`src/rtl/pipeline_hazard_ctrl.sv`:
```
// rtl/pipeline_hazard_ctrl.sv - IF/ID and PC hazard controller with stall/flush counters
module pipeline_hazard_ctrl #(
  parameter int FLUSH_CYCLES = 1,
  parameter int IMEM_TIMEOUT = 64,
  parameter int CNT_W        = 16
) (
  input  logic             i_clk,
  input  logic             i_reset,
  input  logic [4:0]       i_ifid_rs,
  input  logic [4:0]       i_ifid_rt,
  input  logic             i_ifid_uses_rt,
  input  logic             i_idex_mem_read,
  input  logic [4:0]       i_idex_rt,
  input  logic             i_ex_branch_taken,
  input  logic             i_imem_ready,
  input  logic             i_dmem_busy,
  output logic             o_pc_write,
  output logic             o_ifid_enable,
  output logic             o_ifid_flush,
  output logic             o_idex_bubble,
  output logic             o_pipe_freeze,
  output logic             o_fetch_timeout,
  output logic [CNT_W-1:0] o_stall_cycles,
  output logic [CNT_W-1:0] o_flush_events
);

  localparam int FC_W = (FLUSH_CYCLES > 1) ? $clog2(FLUSH_CYCLES + 1) : 1;
  localparam int WT_W = (IMEM_TIMEOUT > 1) ? $clog2(IMEM_TIMEOUT + 1) : 1;

  typedef enum logic [1:0] {S_RUN, S_FLUSH, S_FETCH_WAIT} state_t;

  state_t           r_state;
  logic [FC_W-1:0]  r_flush_cnt;
  logic [WT_W-1:0]  r_wait_cnt;
  logic             r_fetch_timeout;
  logic [CNT_W-1:0] r_stall_cycles;
  logic [CNT_W-1:0] r_flush_events;

  logic            w_load_use;
  logic            w_redirect;
  logic            w_in_flush;
  logic            w_lu_stall;
  logic            w_fetch_wait;
  logic [WT_W-1:0] w_wait_next;

  assign w_load_use = i_idex_mem_read && (i_idex_rt != 5'd0) &&
                      ((i_idex_rt == i_ifid_rs) || (i_ifid_uses_rt && (i_idex_rt == i_ifid_rt)));

  // A redirect is refused during FLUSH because EX then only holds bubbles.
  assign w_redirect   = !i_dmem_busy && i_ex_branch_taken && (r_state != S_FLUSH);
  assign w_in_flush   = !i_dmem_busy && (r_state == S_FLUSH);
  assign w_lu_stall   = !i_dmem_busy && !w_redirect && !w_in_flush && w_load_use &&
                        ((r_state == S_RUN) || i_imem_ready);
  assign w_fetch_wait = !i_dmem_busy && !w_redirect && !w_in_flush && !w_lu_stall && !i_imem_ready;

  assign w_wait_next = (r_state != S_FETCH_WAIT) ? WT_W'(1) :
                       (r_wait_cnt == WT_W'(IMEM_TIMEOUT)) ? r_wait_cnt : r_wait_cnt + WT_W'(1);

  always_comb begin
    o_pc_write    = 1'b0;
    o_ifid_enable = 1'b0;
    o_ifid_flush  = 1'b0;
    o_idex_bubble = 1'b0;
    o_pipe_freeze = 1'b0;
    if (i_reset) begin
      o_ifid_flush  = 1'b1;
      o_idex_bubble = 1'b1;
    end else if (i_dmem_busy) begin
      o_pipe_freeze = 1'b1;
    end else if (w_redirect || w_in_flush) begin
      o_pc_write    = 1'b1;
      o_ifid_enable = 1'b1;
      o_ifid_flush  = 1'b1;
      o_idex_bubble = 1'b1;
    end else if (w_lu_stall) begin
      o_idex_bubble = 1'b1;
    end else if (w_fetch_wait) begin
      o_ifid_enable = 1'b1;
      o_ifid_flush  = 1'b1;
    end else begin
      o_pc_write    = 1'b1;
      o_ifid_enable = 1'b1;
    end
  end

  always_ff @(posedge i_clk) begin
    if (i_reset) begin
      r_state         <= S_RUN;
      r_flush_cnt     <= '0;
      r_wait_cnt      <= '0;
      r_fetch_timeout <= 1'b0;
      r_stall_cycles  <= '0;
      r_flush_events  <= '0;
    end else begin
      if (!o_pc_write && (r_stall_cycles != {CNT_W{1'b1}}))
        r_stall_cycles <= r_stall_cycles + CNT_W'(1);
      if (w_redirect) begin
        if (r_flush_events != {CNT_W{1'b1}})
          r_flush_events <= r_flush_events + CNT_W'(1);
        r_wait_cnt <= '0;
        if (FLUSH_CYCLES > 1) begin
          r_state     <= S_FLUSH;
          r_flush_cnt <= FC_W'(FLUSH_CYCLES - 1);
        end else begin
          r_state <= S_RUN;
        end
      end else if (w_in_flush) begin
        r_flush_cnt <= r_flush_cnt - FC_W'(1);
        if (r_flush_cnt == FC_W'(1))
          r_state <= S_RUN;
      end else if (w_fetch_wait) begin
        r_state    <= S_FETCH_WAIT;
        r_wait_cnt <= w_wait_next;
        if (w_wait_next == WT_W'(IMEM_TIMEOUT))
          r_fetch_timeout <= 1'b1;
      end else if (!i_dmem_busy) begin
        r_state    <= S_RUN;
        r_wait_cnt <= '0;
      end
    end
  end

  assign o_fetch_timeout = r_fetch_timeout;
  assign o_stall_cycles  = r_stall_cycles;
  assign o_flush_events  = r_flush_events;

endmodule

```
`config.mk`:
```
export PLATFORM = sky130hd
export DESIGN_NAME = pipeline_hazard_ctrl
export DESIGN_NICKNAME = d
export VERILOG_FILES = /design/src/rtl/pipeline_hazard_ctrl.sv
export SDC_FILE = /design/constraint.sdc
export NUM_CORES = 1
export LEC_CHECK = 0
export CAP_MARGIN = 30
export CORE_MARGIN = 3
export CORE_UTILIZATION = 55
export CTS_BUF_LIST = sky130_fd_sc_hd__clkbuf_4
export DETAILED_ROUTE_END_ITERATION = 8
export GPL_TIMING_DRIVEN = 0
export PLACE_DENSITY = 0.95
export RECOVER_POWER = 50
export SYNTH_ARGS = -nofsm -noshare
export SYNTH_HDL_FRONTEND = slang
export SYNTH_SLANG_ARGS = --single-unit
```
`constraint.sdc`:
```
create_clock -name i_clk -period 3.11 [get_ports i_clk]
set_input_delay 0.622 -clock i_clk [delete_from_list [all_inputs] [get_ports i_clk]]
set_output_delay 0.622 -clock i_clk [all_outputs]
set_load 0.005 [all_outputs]
```
==> qor.yml <==
setup_path:
  slowest_delay_ns: 0.46
  startpoint_type: "input port"
  r2r_slack_ns: 0.94
  cp-end-kind: "output pin"
  critPathKind: "input port to output pin"
  path_cells: "clkdlybuf4s50_1 -> xnor2_2 -> nand4_1 -> o22ai_2 -> buf_4 -> a2111oi_4 -> buf_6 -> buf_8 -> dlygate4sd2_1"
  cp_data_required_time_ns: 2.49
  crit_arrival_ns: 2.44
  path_max_fanout: 10
  slowest_stage: "clkdlybuf4s50_1"
  crit_buf_inv: 5
  cp_top_family: "buffers and inverters"
yosys:
  synthArstFlopShare: 0
  synth_edf_count: 0
  ys_types: 46
  yosys_register_bits: 41
  ys_top_cells_by_count: "dfxtp_1, nor2_1, a21oi_1, xnor2_1, nand3_1"
  syn-mean-instance-area_um2: 8.48
  synthTopCellsByArea: "dfxtp_1, xnor2_1, nor2_1"
  synth_top_area_frac: 0.345
  synth-main-ff-cell: "dfxtp_1"
  yosysWarnings: 0
  yosys.area.top_type: "dfxtp_1"
  netlist_area_mm2: 0.00238
  synth_most_common_cell: "dfxtp_1"
  syn_nets: 307
  synth_cells: 281
  synth_seq_area_share: 0.345
global_routing:
  grt_pass1_vias: 2269
  grt_max_degree: 12
  globalRouteTotalUtil: 0.251
  grt_first_pass_wirelength_um: 10500
  grt_antenna_before_repair: 0
  grt_overflow_total: 0
routing:
  via_count: 2326
  vias_per_cell: 5.83
  drt-initial-drc-count: 140
  antenna_left: 0
  wirelength_um: 6180
  post_drt_wl_per_cell_um: 15.5
  first_pass_iters: 4
  drc: 0
clocking:
  htree_levels: 2
  cts_tree: "yes"
  clkSlewWorstSetupHoldPaths_ns: 0.12
  insertion_delay_ns: 0.36
  cts.sinks: 41
  root_buffer: "clkbuf_4"
  cts_hold_buf: 0
  clock_path_buffers: 2
  cts_made_buffers: 5
flow_run:
  cap_violations: 0
placement:
  detailed_place_hpwl_um: 4520
  port_buffers: 58
  gp_congestion: 0.851
timing:
  finalSetupViolations: 0
  slew_headroom: 0.620
  fmax_ghz: 0.326
  slew_violations: 0
  hold_ws_ns: 0.489
  period_needed_ns: 3.07
  period_share: 0.986
  fin_worst_skew_ns: 0.0102
  hold_viol_final: 0
  tns_ns: 0
  tightestPinTransition_ns: 0.566
floorplanning:
  io_pins: 60
  die_height_um: 71.8
  core_mm2: 0.00409
  rows: 23
  die-area_mm2: 0.00516
  die_w_um: 71.8
  start_util: 0.583
finish:
  layout.nets: 376
  antenna_cells: 0
  syn_to_final_growth_pct: 30.4
  drive_gt1_frac: 0.109
min_path:
  holdCritPathClass: "flop to flop"
power_and_ir_drop:
  ir_drop_mv: 0.235
  power.density_mw_per_mm2: 296
  static-leakage-power_nw: 1.08
outcome:
  status: "finished, final reports clean"
[layout by cell type, fill, tap and decap left out, drive strengths merged, types with 4 or more instances in the layout]
master / count
nor4: 4
o21ai: 5
or3b: 4
nor2: 38
buf: 9
or4: 9
nor2b: 6
dfxtp: 41
and3: 11
dlygate4sd2: 8
nand4: 8
nand3: 19
mux2: 5
xor2: 6
xnor2: 21
and4: 5
clkbuf: 13
nor3: 7
o31ai: 9
a21oi: 21
clkdlybuf4s50: 50
ha: 4
inv: 8
nand2: 15
[report_power, final]
part | switching, mW | internal (mW) | leakage [nW]
sequential | 0.00759 | 0.531 | 0.331
combinational | 0.0609 | 0.0680 | 0.718
clock | 0.172 | 0.0786 | 0.0269
[metrics by stage]
step / setup slack [ns] / std cells / power, mW / cell area, um^2 / utilization
floorplan: 0.728 / 281 / 0.611 / 2380 / -
global placement: -0.508 / 389 / 0.671 / 3030 / 0.740
detailed placement: -0.573 / 389 / 0.676 / 3030 / 0.740
CTS: 0.0197 / 398 / 0.918 / 3090 / 0.756
global route: -0.0421 / 399 / 0.951 / 3110 / 0.760
finish: 0.0431 / 399 / 0.918 / 3110 / 0.760
[worst register-to-register path: cells and delay by family, from the launching register on]
family | cells | cell delay (ns)
mux | 1 | 0.29
buf+inv | 1 | 0.27
flops | 1 | 0.44
simple gates | 5 | 1.04
[flip-flops by register name, summed over array words and instances (netlist names)]
| name | cells |
|---|---|
| o_fetch_timeout | 1 |
| r_wait_cnt | 7 |
| o_stall_cycles | 16 |
| o_flush_events | 16 |
| r_state | 1 |
[cell type report]
| type | instances | area (um^2) |
|---|---|---|
| Sequential cell | 41 | 821 |
| Multi-Input combinational cell | 219 | 1470 |
| Fill cell | 316 | 980 |
| Clock inverter | 1 | 5.00 |
| Timing Repair Buffer | 62 | 601 |
| Clock buffer | 5 | 37.5 |
| Buffer | 13 | 80.1 |
| Tap cell | 50 | 62.6 |
| Inverter | 8 | 30.0 |
[routing by layer]
layer,track usage,up-vias,part of all wire
met5,0,-,0
met4,0.0731,0,0.013
met3,0.0631,9,0.077
met2,0.428,90,0.48
met1,0.311,1074,0.43
li1,-,1153,-
[path summary, 6_finish.rpt]
check                       end  cells past startpoint              start
max                  o_pc_write                      9       i_ifid_rt[0]
min             o_fetch_timeout                      2    o_fetch_timeout
max reg2reg  o_stall_cycles[15]                      7  o_stall_cycles[6]
min reg2reg     o_fetch_timeout                      2    o_fetch_timeout
[what timing repair did]
| item | 4_1_cts | 5_1_grt |
|---|---|---|
| pin swaps | 3 | 1 |
| setup endpoints to repair | 3 | 2 |
| setup buffers | 3 | 1 |
| gates resized for setup | 10 | 2 |
[cells by family (layout without fill, tap and decap cells)]
kind of cell / count (synthesis) / after routing / share of synthesized area
and+or+nand+nor: 132 / 132 / 0.310
muxes: 6 / 6 / 0.0341
xor gates and xnor gates: 27 / 27 / 0.0993
DFF: 41 / 41 / 0.345
adders and majority gates: 4 / 4 / 0.0210
buffers and inverters: 21 / 89 / 0.0462
AOI/OAI and AO/OA: 50 / 50 / 0.144
Power figures use the tool's default switching activity.
